`src/rtl/aes_mmio_pkg.sv`:
```
// Shared definitions for the AES MMIO front end.
// Contents: word-address regions, CTRL bit positions, FSM state type and
// helpers that convert between four 32-bit words and a 128-bit operand.
// Word n always occupies bits [32n+31:32n] of the 128-bit vector.
package aes_mmio_pkg;

    typedef logic [3:0][31:0] words_t;

    // bus_addr[3:2] selects the register group, bus_addr[1:0] the word in it
    localparam logic [1:0] REGION_KEY  = 2'd0;   // words 0-3
    localparam logic [1:0] REGION_PT   = 2'd1;   // words 4-7
    localparam logic [1:0] REGION_CT   = 2'd2;   // words 8-11
    localparam logic [1:0] REGION_CTRL = 2'd3;   // word 12 = CTRL, 13-15 reserved
    localparam logic [1:0] CTRL_WORD   = 2'd0;

    localparam int unsigned CTRL_START  = 0;
    localparam int unsigned CTRL_BUSY   = 1;
    localparam int unsigned CTRL_DONE   = 2;
    localparam int unsigned CTRL_IRQ_EN = 3;
    localparam int unsigned CTRL_ERR    = 4;

    typedef enum logic [1:0] {
        IDLE,
        WAIT_CORE,
        RUN,
        CAPTURE
    } fsm_t;

    function automatic logic [127:0] pack_words(input words_t w);
        logic [127:0] v;
        for (int unsigned n = 0; n < 4; n++) begin
            v[32*n +: 32] = w[n];
        end
        return v;
    endfunction

    function automatic words_t unpack_words(input logic [127:0] v);
        words_t w;
        for (int unsigned n = 0; n < 4; n++) begin
            w[n] = v[32*n +: 32];
        end
        return w;
    endfunction

endpackage

```
`src/rtl/aes_mmio_frontend.sv`:
```
// Memory-mapped front end for the iterative AES core.
// The CPU loads KEY/PT words, sets CTRL.START; the block launches the core
// with a single aes_we pulse once the core is idle, waits for busy to fall,
// captures the cipher into the read-only CT words and raises DONE/irq.
// Ports:
//   clock, reset            rising-edge clock, synchronous active-high reset
//   bus_req/we/addr/wdata   word-addressed bus access, one access per sampled req
//   bus_rdata, bus_ready    registered response, rdata is 0 unless ready
//   irq                     level (done & irq_en) or one-cycle pulse (IRQ_LEVEL=0)
//   aes_plaintext/secret    operands to the core, frozen while busy
//   aes_we                  one-cycle launch strobe to the core
//   aes_cipher, aes_busy    results/status from the core
module aes_mmio_frontend
    import aes_mmio_pkg::*;
#(
    parameter int unsigned AW        = 4,
    parameter bit          IRQ_LEVEL = 1'b1
) (
    input  logic          clock,
    input  logic          reset,
    input  logic          bus_req,
    input  logic          bus_we,
    input  logic [AW-1:0] bus_addr,
    input  logic [31:0]   bus_wdata,
    output logic [31:0]   bus_rdata,
    output logic          bus_ready,
    output logic          irq,
    output logic [127:0]  aes_plaintext,
    output logic [127:0]  aes_secret,
    output logic          aes_we,
    input  logic [127:0]  aes_cipher,
    input  logic          aes_busy
);

    words_t      key_q, key_d;
    words_t      pt_q, pt_d;
    words_t      ct_q, ct_d;
    logic        done_q, done_d;
    logic        irq_en_q, irq_en_d;
    logic        err_q, err_d;
    logic        irq_pulse_q, irq_pulse_d;
    logic        ready_q, ready_d;
    logic [31:0] rdata_q, rdata_d;
    fsm_t        state_q, state_d;

    logic        busy;
    logic        in_range;
    logic        start;
    logic [1:0]  region;
    logic [1:0]  widx;
    logic [31:0] rd;

    // Read-only / reserved CTRL bits carry no state.
    logic        unused_wdata;
    assign unused_wdata = ^{bus_wdata[31:5], bus_wdata[CTRL_BUSY]};

    assign region   = bus_addr[3:2];
    assign widx     = bus_addr[1:0];
    assign in_range = (bus_addr >> 4) == '0;
    assign busy     = (state_q != IDLE);

    always_comb begin
        key_d       = key_q;
        pt_d        = pt_q;
        ct_d        = ct_q;
        done_d      = done_q;
        irq_en_d    = irq_en_q;
        err_d       = err_q;
        irq_pulse_d = 1'b0;
        state_d     = state_q;
        aes_we      = 1'b0;
        start       = 1'b0;
        rd          = '0;

        // Read mux: value before any write on the same edge
        if (in_range) begin
            unique case (region)
                REGION_KEY:  rd = key_q[widx];
                REGION_PT:   rd = pt_q[widx];
                REGION_CT:   rd = ct_q[widx];
                REGION_CTRL: begin
                    if (widx == CTRL_WORD) begin
                        rd[CTRL_BUSY]   = busy;
                        rd[CTRL_DONE]   = done_q;
                        rd[CTRL_IRQ_EN] = irq_en_q;
                        rd[CTRL_ERR]    = err_q;
                    end
                end
                default: rd = '0;
            endcase
        end
        rdata_d = bus_req ? rd : '0;
        ready_d = bus_req;

        // Register writes
        if (bus_req && bus_we && in_range) begin
            unique case (region)
                REGION_KEY: begin
                    if (busy) err_d = 1'b1;
                    else      key_d[widx] = bus_wdata;
                end
                REGION_PT: begin
                    if (busy) err_d = 1'b1;
                    else      pt_d[widx] = bus_wdata;
                end
                REGION_CTRL: begin
                    if (widx == CTRL_WORD) begin
                        irq_en_d = bus_wdata[CTRL_IRQ_EN];
                        if (bus_wdata[CTRL_DONE]) done_d = 1'b0;
                        if (bus_wdata[CTRL_ERR])  err_d  = 1'b0;
                        // a rejected START must win over an ERR clear in the same write
                        if (bus_wdata[CTRL_START]) begin
                            if (busy) err_d = 1'b1;
                            else      start = 1'b1;
                        end
                    end
                end
                default: ;
            endcase
        end

        unique case (state_q)
            IDLE: begin
                if (start) begin
                    state_d = WAIT_CORE;
                    done_d  = 1'b0;
                    err_d   = 1'b0;
                end
            end
            // The core has no reset, so it may still be finishing a job
            // launched before our reset; never launch over it.
            WAIT_CORE: begin
                if (!aes_busy) begin
                    aes_we  = 1'b1;
                    state_d = RUN;
                end
            end
            RUN: begin
                if (!aes_busy) state_d = CAPTURE;
            end
            CAPTURE: begin
                ct_d        = unpack_words(aes_cipher);
                done_d      = 1'b1;
                irq_pulse_d = irq_en_d;
                state_d     = IDLE;
            end
            default: state_d = IDLE;
        endcase
    end

    always_ff @(posedge clock) begin
        if (reset) begin
            key_q       <= '0;
            pt_q        <= '0;
            ct_q        <= '0;
            done_q      <= 1'b0;
            irq_en_q    <= 1'b0;
            err_q       <= 1'b0;
            irq_pulse_q <= 1'b0;
            ready_q     <= 1'b0;
            rdata_q     <= '0;
            state_q     <= IDLE;
        end else begin
            key_q       <= key_d;
            pt_q        <= pt_d;
            ct_q        <= ct_d;
            done_q      <= done_d;
            irq_en_q    <= irq_en_d;
            err_q       <= err_d;
            irq_pulse_q <= irq_pulse_d;
            ready_q     <= ready_d;
            rdata_q     <= rdata_d;
            state_q     <= state_d;
        end
    end

    assign bus_rdata     = rdata_q;
    assign bus_ready     = ready_q;
    assign irq           = IRQ_LEVEL ? (done_q & irq_en_q) : irq_pulse_q;
    assign aes_secret    = pack_words(key_q);
    assign aes_plaintext = pack_words(pt_q);

endmodule

```
`config.mk`:
```
export PLATFORM = sky130hd
export DESIGN_NAME = aes_mmio_frontend
export DESIGN_NICKNAME = d
export VERILOG_FILES = /design/src/rtl/aes_mmio_pkg.sv /design/src/rtl/aes_mmio_frontend.sv
export SDC_FILE = /design/constraint.sdc
export NUM_CORES = 1
export LEC_CHECK = 0
export BUFFER_PORTS_ARGS = -buffer_cell sky130_fd_sc_hd__buf_2
export CAP_MARGIN = 10
export CORE_ASPECT_RATIO = 1.75
export CORE_MARGIN = 3
export CORE_UTILIZATION = 40
export CTS_CLUSTER_DIAMETER = 40
export DETAILED_ROUTE_END_ITERATION = 6
export GPL_ROUTABILITY_DRIVEN = 0
export PLACE_DENSITY = 0.64
export RECOVER_POWER = 25
export SYNTH_ARGS = -nofsm -noshare
export SYNTH_HDL_FRONTEND = slang
export SYNTH_SLANG_ARGS = --single-unit
```
`constraint.sdc`:
```
create_clock -name clock -period 1.9 [get_ports clock]
set_input_delay 0.19 -clock clock [delete_from_list [all_inputs] [get_ports clock]]
set_output_delay 0.19 -clock clock [all_outputs]
set_load 0.05 [all_outputs]
```
* Word-level counts from Yosys, hierarchy flattened *
Index checks and enable logic that the tools add are counted.
W data, S select, Z words.

word-level totals
  register bits = 422
  memories kept = 0
  output and inout port bits = 291
  latch bits = 0
  RAM bits = 0
  word-level logic and storage cells = 84
  ROM bits = 0

cells by class
  multiplexer cells = 40
  reductions and logical operators = 12
  equality and inequality tests = 9
  $mul = 0
  div/mod/pow operators = 0
  bitwise logic cells = 3
  $lt $le $gt $ge = 2
  $add $sub $neg = 0
  shift operators = 0

operators with widths
  operator              count
  $bwmux W128           2
  $bmux W32 S2          3
  $mux W32              4
  $pmux W27 S3          1
  $demux W32 S2         1
  $mux W1               20
  $pmux W4 S4           1
  $reduce_and A3 Y1     4
  $eq A2 B2 Y1 const B  4
  $pmux W2 S4           1
  $logic_not A2 Y1      3
  $mux W2               3
  $ne A2 B2 Y1 const B  3
  $eq A2 B1 Y1 const B  2
  $mux W4               1
  $pmux W1 S2           2
  $reduce_or A2 Y1      2
  $lt A2 B3 Y1 const B  1
  $pmux W1 S3           1
  $ge A2 B1 Y1 const B  1
  $logic_and A1 B1 Y1   2
  $not A1 Y1            2
  $reduce_bool A2 Y1    1
  $and A1 B1 Y1         1

* Logic depth before layout (Yosys ltp) *
Gate-level depths: netlist of the first run.

  depth after elaboration = 8
  mapped depth = 9

* Worst setup path before layout of the first run *
Ideal clock, no wire load.

  path kind = register to register
  start = register state_q[0]
  end = register pt_q, in the netlist aes_plaintext[100]
  clock period less this slack = 1.738 ns
  arrival = 1.605 ns
  stages on the path, launching flop included = 9
  path buffers = 2
  data required time = 1.768 ns
  path slack = 0.162 ns
  path through = dfxtp_1 -> inv_1 -> ha_1 -> nand4b_2 -> or3_1 -> clkbuf_1 -> buf_2 -> nand2_1 -> a21oi_1

between the ends
  cells in the longest elaborated chain, start to end = 3

ends and longest elaborated chain
  item                                line                      source
  start: declaration                  aes_mmio_frontend.sv:44   fsm_t state_q, state_d;
  start signal: assignment            aes_mmio_frontend.sv:173  state_q <= state_d;
  $reduce_bool A2 Y1                  aes_mmio_frontend.sv:60   assign busy = (state_q != IDLE);
  $not A1 Y1 (no source line)         n/a
  $reduce_and A3 Y1 (no source line)  n/a
  end signal: assignment              aes_mmio_frontend.sv:165  pt_q <= pt_d;
  end: declaration                    aes_mmio_frontend.sv:36   words_t pt_q, pt_d;

No other way between the ends.
A chain may end at the register's enable or synchronous reset.

* Worst setup path after layout of the first run *
  start = register state_q[0]
  end = register pt_q, in the netlist aes_plaintext[74]

The elaborated chain is that of the path after synthesis.

==> results of run 1 <==
[worst max-delay path by stage]
stage	startpoint	endpoint	slack, ns	cells after the start
floorplan	state_q[0]$_SDFFE_PP0P_	aes_plaintext[100]$_SDFFE_PP0P_	0.16	8
global placement	bus_addr[2]	bus_rdata[16]$_SDFF_PP0_	-0.05	5
detailed placement	bus_addr[2]	bus_rdata[12]$_SDFF_PP0_	-0.08	5
CTS	state_q[0]$_SDFFE_PP0P_	aes_secret[16]$_SDFFE_PP0P_	0.02	8
global route	state_q[1]$_SDFFE_PP0P_	aes_we	0.01	4
finish	state_q[0]$_SDFFE_PP0P_	aes_plaintext[74]$_SDFFE_PP0P_	0.08	8
[area by class of cell]
type                            instances  area [µm²]
Antenna cell                            5        12.5
Clock buffer                           63        1320
Clock inverter                         20         231
Fill cell                            3908       19700
Inverter                                5        18.8
Multi-Input combinational cell       1353        8390
Sequential cell                       422        8450
Tap cell                              566         708
Timing Repair Buffer                  704        4760
[cell usage in the layout (no fill, tap or decap), types with 4 or more instances in the layout]
cell type,instances
sky130_fd_sc_hd__mux4_2,55
sky130_fd_sc_hd__buf_4,52
sky130_fd_sc_hd__mux4_1,6
sky130_fd_sc_hd__clkbuf_16,47
sky130_fd_sc_hd__nand3_2,5
sky130_fd_sc_hd__a21oi_1,261
sky130_fd_sc_hd__clkbuf_8,8
sky130_fd_sc_hd__a22oi_1,29
sky130_fd_sc_hd__clkinv_2,5
sky130_fd_sc_hd__buf_12,33
sky130_fd_sc_hd__diode_2,5
sky130_fd_sc_hd__buf_2,288
sky130_fd_sc_hd__inv_1,4
sky130_fd_sc_hd__dlygate4sd3_1,161
sky130_fd_sc_hd__clkbuf_1,176
sky130_fd_sc_hd__mux2_2,7
sky130_fd_sc_hd__dfxtp_1,422
sky130_fd_sc_hd__o211ai_1,28
sky130_fd_sc_hd__o21ai_0,6
sky130_fd_sc_hd__nand2_1,575
sky130_fd_sc_hd__inv_6,5
sky130_fd_sc_hd__nand2b_1,7
sky130_fd_sc_hd__nor2_1,135
sky130_fd_sc_hd__mux2i_1,191
sky130_fd_sc_hd__nor3_4,4
[layer usage]
metal  track usage  share of wire  vias up
li1              -              -     7774
met1         0.327           0.37     7920
met2         0.479           0.49      887
met3        0.0554          0.076      237
met4         0.161          0.062        0
met5             0              0        -
[per-stage QoR]
step	utilization	std cells	cell area (µm²)
floorplan	-	1968	17700
global placement	0.479	2889	20900
detailed placement	0.479	2889	20900
CTS	0.552	3133	24100
global route	0.548	3137	23900
finish	0.548	3138	23900
[state kept, by name, indices dropped and copies added (netlist names)]
register       cells
err_q              1
done_q             1
bus_ready          1
aes_secret       128
ct_q             128
bus_rdata         32
aes_plaintext    128
irq_en_q           1
state_q            2
[where the power goes]
| part | switching (mW) | leakage [nW] | internal [mW] |
|---|---|---|---|
| clock | 3.85 | 0.762 | 5.33 |
| combinational | 1.12 | 4.99 | 0.754 |
| sequential | 0.0632 | 3.40 | 8.93 |
[kinds of logic (layout without fill, tap and decap cells)]
| family | Yosys count | after routing |
|---|---|---|
| other cells | 0 | 5 |
| compound gates | 337 | 337 |
| buf+inv | 193 | 792 |
| fa+ha+maj | 5 | 5 |
| simple gates | 752 | 752 |
| flops | 422 | 422 |
| mux | 259 | 259 |
[worst reg2reg max path, stage by stage, from the launching register on]
cell and delay, ns:
sky130_fd_sc_hd__dfxtp_1 0.31, sky130_fd_sc_hd__inv_1 0.14, sky130_fd_sc_hd__ha_4 0.17, sky130_fd_sc_hd__and4b_1 0.24
sky130_fd_sc_hd__buf_12 0.15, sky130_fd_sc_hd__nand3_2 0.20, sky130_fd_sc_hd__buf_12 0.25, sky130_fd_sc_hd__nand2_1 0.09
sky130_fd_sc_hd__a21oi_1 0.07
[repair_timing]
item | 4_1_cts | 5_1_grt
hold buffers | 161 | 0
gates resized for setup | 1 | 4
hold endpoints to repair | 376 | 0
setup endpoints to repair | 1 | 176
==> results summary, run 1 <==
The flow ran to the end, and the final reports show no timing, DRC or antenna violations. After detailed routing, the average wire length per cell comes to 21.9 µm. Across the run, the number of max-cap violations was 0. The worst hold margin is ~0.052 ns. The synthesized net count is 2142. Traced cell by cell, the critical path runs through inv_1 > ha_4 > and4b_1 > buf_12 > nand3_2 > buf_12 > nand2_1 > a21oi_1. The DRC violation total after the first TritonRoute iteration came out at ~1200.

For this run, the detailed router's first-pass iteration total came to 6. The distinct cell type count after synthesis is 46. The final cycle utilization of the critical path is 0.957. The slowest stage of the critical path belongs to the cell sky130_fd_sc_hd__dfxtp_1. The worst path needs about 1.8 ns of the cycle, external delays included.

The routed via count is approximately 17000. The sort of element at the start of the critical path is a flip-flop. The netlist area before placement is roughly 0.018 mm².

The post-route clock skew is 0.0253 ns. The share of synthesized area in the top cell type comes to 0.477. The overall die height is ~280 µm. The gate count after technology mapping came out at ~2000. The total count of max-transition violations in the final report came out at 0.

The initial antenna violation count came out at 4. The adder-cell share of the synthesized area is 0.00353. The clock net in this run drives a total of about 420 sinks. The fraction of layout cells with a size suffix above 1 is 0.209. The H-tree level count is 2. Data arrives at the worst endpoint at between 2 and 2.5 ns. The data required time at the worst endpoint came out at about 2.3 ns. The clock passes through at most 3 buffers. The routed design has 68800 µm of wire. The number of setup violations in the final report is 0. The multiplexer share of the synthesized area is 0.191. The worst stage delay on the critical path came out at approximately 0.31 ns. The clock network latency to the later pin of the worst-skew pair came out at 0.57 ns. Broken down by cell family, the worst path's largest delay share belongs to buffers and inverters. The path with the worst hold slack has its endpoint at err_q$_SDFF_PP0_. By area the synthesized netlist is led by sky130_fd_sc_hd__dfxtp_1, sky130_fd_sc_hd__nand2_1, sky130_fd_sc_hd__mux2i_1. The post-route total power is approximately 20 mW. The fraction of the mapped netlist area in simple logic gates came out at 0.167. The slew of the pin with the lowest slew margin is ~1.3 ns. The count of port buffers added during placement is roughly 460.

The site row count came out at between 100 and 150. In this run the worst path has a maximum fanout of 21. The final setup slack of the worst path is slightly above 0.08 ns. The post-CTS setup repair buffer count is 0. TritonCTS built the clock tree. The remaining number of nets flagged by the antenna check after routing came out at 0. For this configuration, the core starts out at a cell density of 0.406. In the routed layout, each cell is associated on average with a via count of about 5.4. In the routed design, unresolved DRC markers number 0.

The primary flip-flop cell chosen by synthesis mapping is sky130_fd_sc_hd__dfxtp_1. The setup check on the worst reg-to-reg path leaves a slack of 0.08 ns. The die boundary width is 165 µm. The async set-reset flop share out of synthesis is 0. The area added between synthesis and finish came out at 34.9%. Setup repair after global routing left no endpoint under its margin.

The timing-limited maximum frequency is 550 MHz. The areal power density over the cells is between 800 and 900 mW/mm². In this run the static leakage power is around 9.2 nW.

The die area is ~0.047 mm². The cell depth of the worst flop-to-flop path is 8. Ranked by instance count, the synthesized netlist is headed by sky130_fd_sc_hd__nand2_1, sky130_fd_sc_hd__dfxtp_1, sky130_fd_sc_hd__a21oi_1. The mean instance size in the synthesized netlist is roughly 9 µm². The number of nets in the layout came out at roughly 2700. The largest net degree at the start of global routing is 220. Counting the buffers created by CTS gives 46. The end of the worst register-to-register path is aes_plaintext[74]$_SDFFE_PP0P_. The final setup TNS is 0 ns. The cell taking the most area after synthesis is sky130_fd_sc_hd__dfxtp_1.

The type of the worst min-delay path is in2reg. The setup slack after placement is -0.0781 ns. The share of the synthesized area in compound gates (AO/OA/AOI/OAI) came to 0.106. The number of cells on the worst hold path is 4. The synthesized-area fraction occupied by xor and xnor cells came out at 0. sky130_fd_sc_hd__nand2_1 is the most common cell in the netlist. The global-route wire length before repair is roughly 100000 µm. In this run the count of I/O pins placed on the die edge is 460. The hold violation total from the final report is 0. The worst setup path is captured at a flip-flop.

The critical path is of the reg2reg type. After synthesis the netlist holds a flip-flop and latch count of ~420. The peak ir drop on the vdd network is between 0.6 and 0.7 mV.

The main combinational cell family by area after synthesis is multiplexers. The placed wire-length estimate after detailed placement came out at approximately 47000 µm. Of the synthesized area, sequential elements account for 0.477. The total global routing track utilization came out at 0.282.

The synthesized design contains 0 enable-type register cells. The startpoint of the worst register-to-register path is state_q[0]$_SDFFE_PP0P_. The remaining global-route overflow came out at 0.

The worst path buffer plus inverter count came out at 3. The register clock-pin slew on the reported worst setup and hold paths came out at roughly 0.06 ns. In this design, the critical path's most frequently occurring cell is sky130_fd_sc_hd__buf_12.

The number of global-route vias before repair is 17000. Clock tree synthesis selected as its root buffer the cell sky130_fd_sc_hd__clkbuf_16. The startpoint of the most critical hold path is bus_we.

The total number of yosys warnings came out at 0. The placeable core region is ~0.044 mm². The worst slew margin relative to its limit came out at 0.152.
Power figures use the tool's default switching activity.
==> run 2: changes to the inputs <==
--- a/config.mk
+++ b/config.mk
@@ -5,15 +5,15 @@
 export SDC_FILE = /design/constraint.sdc
 export NUM_CORES = 1
 export LEC_CHECK = 0
-export BUFFER_PORTS_ARGS = -buffer_cell sky130_fd_sc_hd__buf_2
 export CAP_MARGIN = 10
 export CORE_ASPECT_RATIO = 1.75
 export CORE_MARGIN = 3
 export CORE_UTILIZATION = 40
-export CTS_CLUSTER_DIAMETER = 40
+export CTS_CLUSTER_DIAMETER = 50
 export DETAILED_ROUTE_END_ITERATION = 6
+export DONT_BUFFER_PORTS = 1
 export GPL_ROUTABILITY_DRIVEN = 0
-export PLACE_DENSITY = 0.64
+export PLACE_DENSITY = 0.55
 export RECOVER_POWER = 25
 export SYNTH_ARGS = -nofsm -noshare
 export SYNTH_HDL_FRONTEND = slang
==> run 2 against run 1 <==
The run now ends with hold timing left. Total power down 7.5%. Setup slack worse by 0.040 ns. Die area unchanged. Largest power group is now sequential cells. Critical endpoint is now ct_q[109]$_SDFFE_PP0P_. Maximum frequency down 2.2%.
==> results summary, run 2 (synthesis gave the netlist of run 1 again) <==
The worst setup path is launched from a flip-flop. The first-pass iteration count of the detailed router is 5 (-1). The final standard cell area without fillers is 0.0226 mm² (-5.4%). The minimum clock period after layout came out at 1.86 ns (+0.0400 ns).

The remaining number of nets flagged by the antenna check after routing is 0 (unchanged). The total placed instance area is 0.0201 mm² (-3.7%). The areal power density over the cells is 821 mW/mm² (-2.2%).

The largest fanout on the critical path came to 10 (-52%). The data required time at the worst endpoint is 2.33 ns (+0.07 ns). The number of clock sinks is 422 (unchanged). The final cycle utilization of the critical path came out at 0.978 (+0.0211). The worst path buffer plus inverter count was 3 (unchanged). The post-route clock skew came to 0.0133 ns (-0.0120 ns). The CTS root buffer is sky130_fd_sc_hd__clkbuf_16. The filler cell count is 4139 (+5.9%). The count of port buffers added during placement is 0 (-100%). The deepest clock path buffer count came out at 3 (unchanged). The remaining global-route overflow was 0 (unchanged). For hold timing, the worst endpoint is ct_q[96]$_SDFFE_PP0P_. The total count of max-transition violations in the final report came out at 0 (unchanged).

The average wire length per cell after detail routing is 23.9 µm (+9.2%). From synthesis to final layout, the design area changed by 27.6%. The number of nets in the layout is 2483 (-8.2%). The reported leakage power came out at 8.07 nW (-12%).

The average vias per placed instance is 5.40 (+0.85%). STA classifies the critical path endpoint as a flip-flop. The number of setup violations in the final report is 0 (unchanged).

For this design, the slowest cell found on the critical path is sky130_fd_sc_hd__dlygate4sd3_1. The aggregate routed wire length came out at 69500 µm (+1.0%). The worst register-to-register path begins at state_q[0]$_SDFFE_PP0P_. The number of I/O pins came to 460 (unchanged).

The overall die height is 284 µm (unchanged). The endpoint identified for the worst register-to-register timing path is ct_q[109]$_SDFFE_PP0P_. The total global routing track utilization came out at 0.277 (-0.00560). The placed wire-length estimate after detailed placement came to 43800 µm (-6.7%). The hold violation total from the final report is 230 (+230). Walking the worst path, the cells encountered are buf_4 > ha_4 > buf_6 > mux2i_1 > nor2_1 > dlygate4sd3_1.

The max-capacitance violation count was 0 (unchanged). The worst stage delay on the critical path was 0.55 ns (+0.24 ns). The worst hold margin came out at -0.282 ns (-0.334 ns).

TritonCTS built the clock tree. The number of cells on the worst hold path came out at 1 (-3). The initial antenna violation count was 1 (-3). The fraction of layout cells with a size suffix above 1 is 0.125 (-0.0847).

The timing-limited maximum frequency came out at 538 MHz (-2.2%). The routed via count came out at 15700 (-6.7%). The number of global-route vias before repair came out at 15100 (-11%).

The site row count is 101 (unchanged). The largest net degree at the start of global routing was 392 (+78%). The critical path in this run is classified as reg2reg. The DRC violation total after the first TritonRoute iteration came out at 1310 (+6.2%). In this run the most critical hold path is launched from reset. The path class of the tightest hold or removal check is in2reg. The worst slew margin relative to its limit was 0.330 (+0.179). The critical path arrival was 2.29 ns (+0.11 ns). The remaining design rule violation count is 0 (unchanged). The H-tree level count is 2 (unchanged). The die boundary width is 165 µm (unchanged). In the layout the commonest cells are sky130_fd_sc_hd__nand2_1, sky130_fd_sc_hd__dfxtp_1, sky130_fd_sc_hd__a21oi_1. The slew of the pin with the lowest slew margin was 1.00 ns (-0.271 ns).

The peak ir drop on the vdd network is 0.924 mV (+45%). The global-route wire length before repair was 97200 µm (-4.6%). The run finished, with violations left. The checks that failed: hold timing. The die area was 0.0469 mm² (unchanged). The register clock-pin slew on the reported worst setup and hold paths is 0.07 ns (about the same). The starting utilization of the core area is 0.406 (unchanged). The clock network latency to the later pin of the worst-skew pair came out at 0.55 ns (-0.02 ns). The cell depth of the worst flop-to-flop path came out at 6 (-2).

The cell family contributing the most delay on the critical path is buffers and inverters. The CTS buffer count is 43 (-6.5%). The post-route total power is 18.5 mW (-7.5%). The most common cell after layout, fill and taps aside is sky130_fd_sc_hd__nand2_1. The placeable core region came to 0.0436 mm² (unchanged). The slack of the worst reg-to-reg path came out at 0.04 ns (-0.04 ns).
-- run 2: cell count changes in the layout (fill, tap and decap cells not counted), moves of 2 or more --
cell                            previous run  this run
sky130_fd_sc_hd__clkbuf_1                176       189
sky130_fd_sc_hd__diode_2                   5         1
sky130_fd_sc_hd__buf_4                    52       117
sky130_fd_sc_hd__clkinv_2                  5         3
sky130_fd_sc_hd__dlygate4sd3_1           161       164
sky130_fd_sc_hd__clkbuf_8                  8         5
sky130_fd_sc_hd__buf_6                     1         5
sky130_fd_sc_hd__buf_2                   288         0
sky130_fd_sc_hd__buf_12                   33        20
sky130_fd_sc_hd__clkinv_4                  3         1
sky130_fd_sc_hd__bufinv_16                 3         0
sky130_fd_sc_hd__inv_6                     5         1
-- run 2: worst register-to-register path, stage by stage (launching register included) --
cell	delay (ns)
sky130_fd_sc_hd__dfxtp_1	0.34
sky130_fd_sc_hd__buf_4	0.14
sky130_fd_sc_hd__ha_4	0.22
sky130_fd_sc_hd__buf_6	0.18
sky130_fd_sc_hd__mux2i_1	0.25
sky130_fd_sc_hd__nor2_1	0.06
sky130_fd_sc_hd__dlygate4sd3_1	0.55
-- run 2: where the power goes --
group / internal (mW) / switching [mW] / leakage [nW]
logic: 0.561 / 0.767 / 4.03
registers: 8.93 / 0.102 / 3.40
clock network: 4.56 / 3.62 / 0.641
-- run 2: worst max path at each step --
stage                            startpoint                         endpoint  slack (ns)  depth (start not counted)
detailed placement  state_q[0]$_SDFFE_PP0P_     aes_secret[117]$_SDFFE_PP0P_        0.02                          7
global route        state_q[0]$_SDFFE_PP0P_                done_q$_SDFF_PP0_       -0.04                          6
finish              state_q[0]$_SDFFE_PP0P_           ct_q[109]$_SDFFE_PP0P_        0.04                          6
CTS                 state_q[0]$_SDFFE_PP0P_     aes_secret[117]$_SDFFE_PP0P_       0.009                          7
global placement    state_q[0]$_SDFFE_PP0P_     aes_secret[112]$_SDFFE_PP0P_        0.06                          7
floorplan           state_q[0]$_SDFFE_PP0P_  aes_plaintext[100]$_SDFFE_PP0P_        0.16                          8
-- run 2: final cells by class --
type	instances	area [µm²]	area share
Timing Repair Buffer	484	3710	0.164
Tap cell	566	708	0.0313
Multi-Input combinational cell	1353	8390	0.371
Clock inverter	8	62.6	0.00277
Clock buffer	65	1250	0.0554
Sequential cell	422	8450	0.374
Inverter	5	18.8	0.000831
Antenna cell	1	2.50	0.000111
-- run 2: per-stage QoR --
step	setup WS, ns	cells	setup TNS (ns)	util	hold WS [ns]
after floorplan	0.162	1968	0	-	0.337
after global placement	0.0587	2658	0	0.461	0.295
after detailed placement	0.0217	2658	0	0.461	0.306
after CTS	0.00929	2787	0	0.505	-0.273
after global routing	-0.0365	2904	-0.0488	0.518	-0.259
final	0.0423	2904	0	0.518	-0.282
-- run 2: timing repair --
item,4_1_cts,5_1_grt
hold endpoints to repair,421,370
setup buffers,0,5
setup endpoints to repair,0,149
gates resized for setup,0,11
hold buffers,56,109
-- run 2: routing by layer --
layer	share of wire	GRT usage	up-vias
li1	-	-	7306
met5	0	0	-
met1	0.35	0.299	7549
met2	0.51	0.492	680
met3	0.091	0.0812	161
met4	0.048	0.123	0
==> run 3: changes to the inputs <==
--- a/config.mk
+++ b/config.mk
@@ -8,12 +8,12 @@
 export CAP_MARGIN = 10
 export CORE_ASPECT_RATIO = 1.75
 export CORE_MARGIN = 3
-export CORE_UTILIZATION = 40
+export CORE_UTILIZATION = 54
 export CTS_CLUSTER_DIAMETER = 50
 export DETAILED_ROUTE_END_ITERATION = 6
 export DONT_BUFFER_PORTS = 1
 export GPL_ROUTABILITY_DRIVEN = 0
-export PLACE_DENSITY = 0.55
+export PLACE_DENSITY = 0.7
 export RECOVER_POWER = 25
 export SYNTH_ARGS = -nofsm -noshare
 export SYNTH_HDL_FRONTEND = slang
==> run 3 against run 2 <==
The run ends with hold timing, setup timing left. Critical path depth down 2. Combinational power about the same. Non-clock buffer count up 4. Maximum frequency down 6.3%. Setup slack worse by 0.13 ns. Critical path type is now in2reg. Core utilization up 18 points. Via count up 6.2%. Cell count down 5.5%.
==> results summary, run 3 (synthesis gave the netlist of run 1 again) <==
The filler cell count came out at 2423 (-41%). From synthesis to final layout, the design area changed by 26.9%. The minimum clock period after layout is 1.98 ns (+0.126 ns). The post-route non-filler standard cell count came out at 2744 (-5.5%). The final setup TNS is -0.377 ns (-0.377 ns). The register clock-pin slew on the reported worst setup and hold paths came out at 0.07 ns (about the same).

The routed via count came to 16700 (+6.2%). The remaining number of nets flagged by the antenna check after routing came out at 0 (unchanged). The fraction of layout cells with a size suffix above 1 is 0.129 (+0.00422). The H-tree level count is 2 (unchanged). The total placed instance area came out at 0.0200 mm² (-0.72%). Clock tree synthesis selected as its root buffer the cell sky130_fd_sc_hd__clkbuf_16.

The overall die height came out at 246 µm (-14%). The die boundary width came out at 143 µm (-13%). The CTS buffer count came out at 39 (-9.3%).

The critical path arrival is 2.38 ns (+0.09 ns). The aggregate routed wire length came out at 69900 µm (+0.58%). The post-route clock skew came out at 0.0144 ns (+0.00108 ns). The signal on the critical path passes through dlygate4sd3_1 > mux4_2 > nand2_1 > nand2_1. The average wire length per cell after detail routing was 25.5 µm (+6.4%).

The final setup slack of the worst path is -0.0833 ns (-0.126 ns). The final standard cell area without fillers was 0.0225 mm² (-0.52%). The deepest clock path buffer count is 3 (unchanged). The final cycle utilization of the critical path is 1.04 (+0.0661). The hold violation total from the final report is 135 (-41%). The critical path in this run is classified as in2reg. The placed wire-length estimate after detailed placement came to 41600 µm (-5.0%). The worst path buffer plus inverter count is 1 (-2). The clock network latency to the later pin of the worst-skew pair is 0.54 ns (about the same).

The largest net degree at the start of global routing came out at 392 (unchanged). The remaining global-route overflow came to 0 (unchanged). The starting utilization of the core area is 0.548 (+0.142).

The peak ir drop on the vdd network was 0.733 mV (-21%). The count of port buffers added during placement is 0 (unchanged). The first-pass iteration count of the detailed router is 5 (unchanged).

The library cells used most frequently in the layout, excluding fill and tap cells, are sky130_fd_sc_hd__nand2_1, sky130_fd_sc_hd__dfxtp_1, sky130_fd_sc_hd__a21oi_1. The DRC violation total after the first TritonRoute iteration is 1504 (+15%). The most common cell after layout, fill and taps aside is sky130_fd_sc_hd__nand2_1. The type of destination of the critical path is a flip-flop. The worst hold margin came out at -0.254 ns (+0.0273 ns). The sort of element at the start of the critical path is a primary input.

The max-capacitance violation count came to 0 (unchanged). The number of setup violations in the final report is 12 (+12). Grouping stages by cell kind, the critical path spends the most delay in buffers and inverters. The largest fanout on the critical path came out at 118 (+108).

The number of clock sinks is 422 (unchanged). The slew of the pin with the lowest slew margin is 1.24 ns (+0.243 ns). The worst stage delay on the critical path came out at 1.42 ns (+0.87 ns). The areal power density over the cells came to 823 mW/mm² (+0.32%).

The total global routing track utilization came to 0.360 (+0.0834). The most numerous cell type found on the critical path is sky130_fd_sc_hd__nand2_1. The share of the core filled with cells in the final layout came out at 0.695 (+0.177). The number of global-route vias before repair came out at 16200 (+7.1%).

The number of I/O pins is 460 (unchanged). The number of nets in the layout came out at 2483 (unchanged). The timing-limited maximum frequency came out at 504 MHz (-6.3%). The data required time at the worst endpoint came out at 2.29 ns (-0.04 ns). The placeable core region is 0.0323 mm² (-26%). The reported leakage power is 8.13 nW (+0.67%). The site row count is 87 (-14%). The type of the worst min-delay path is in2reg. TritonCTS built the clock tree. The remaining design rule violation count was 0 (unchanged). Among all stages on the critical path, the largest delay is contributed by sky130_fd_sc_hd__dlygate4sd3_1. The worst slew margin relative to its limit is 0.168 (-0.163).

The post-route total power came out at 18.5 mW (-0.20%). The flow ran to the end, but the final reports show violations. The checks that failed: hold timing, setup timing.

The post-placement cell count was 2492 (-6.2%). The global-route wire length before repair came out at 96700 µm (-0.53%). The average vias per placed instance was 6.08 (+12%). The total count of max-transition violations in the final report is 0 (unchanged). The initial antenna violation count was 6 (+5). The setup slack after placement is 0.0240 ns (+0.00234 ns). The die area is 0.0351 mm² (-25%).
## run 3: cell types whose count changed in the layout (fill, tap and decap cells not counted), sizes merged, moves of 2 or more
cell	before	now
bufinv	0	2
diode	1	6
inv	8	6
buf	143	150
clkbuf	242	230
dlygate4sd3	164	171
## run 3: per-layer routing
layer	global-route usage	share of wire	vias up	wire length [µm]
met4	0.251	0.086	0	6000
li1	-	-	7334	-
met5	0	0	-	0
met3	0.108	0.099	341	6900
met1	0.378	0.33	7935	22900
met2	0.609	0.49	1066	34100
## run 3: area by class of cell
cell class                 instances  area [µm²]  area share
tap                              400         500      0.0223
inverter                           5        18.8    0.000835
sequential                       422        8450       0.376
multi-input combinational       1353        8390       0.373
antenna                            6        15.0    0.000668
clock inverter                     7        92.6     0.00412
clock buffer                      63        1220      0.0542
timing repair buffer             488        3800       0.169
## run 3: worst paths after layout
| check | start | endpoint | slack [ns] | cells after the start |
|---|---|---|---|---|
| setup reg to reg | state_q[1]$_SDFFE_PP0P_ | ct_q[86]$_SDFFE_PP0P_ | -0.06 | 6 |
| setup / recovery | bus_addr[1] | bus_rdata[0]$_SDFF_PP0_ | -0.08 | 4 |
| hold reg to reg | ct_q[3]$_SDFFE_PP0P_ | ct_q[3]$_SDFFE_PP0P_ | 0.50 | 2 |
| hold / removal | reset | aes_plaintext[67]$_SDFFE_PP0P_ | -0.25 | 1 |
## run 3: what timing repair did
item / 4_1_cts / 5_1_grt
endpoints found under the hold margin: 419 / 334
buffers inserted: 0 / 4
gates resized for setup: 0 / 11
hold buffers: 107 / 65
setup endpoints to repair: 0 / 73
## run 3: power by group
group / internal [mW] / switching, mW / total [mW]
clock network: 4.67 / 3.44 / 8.11
logic: 0.574 / 0.786 / 1.36
registers: 8.93 / 0.104 / 9.04
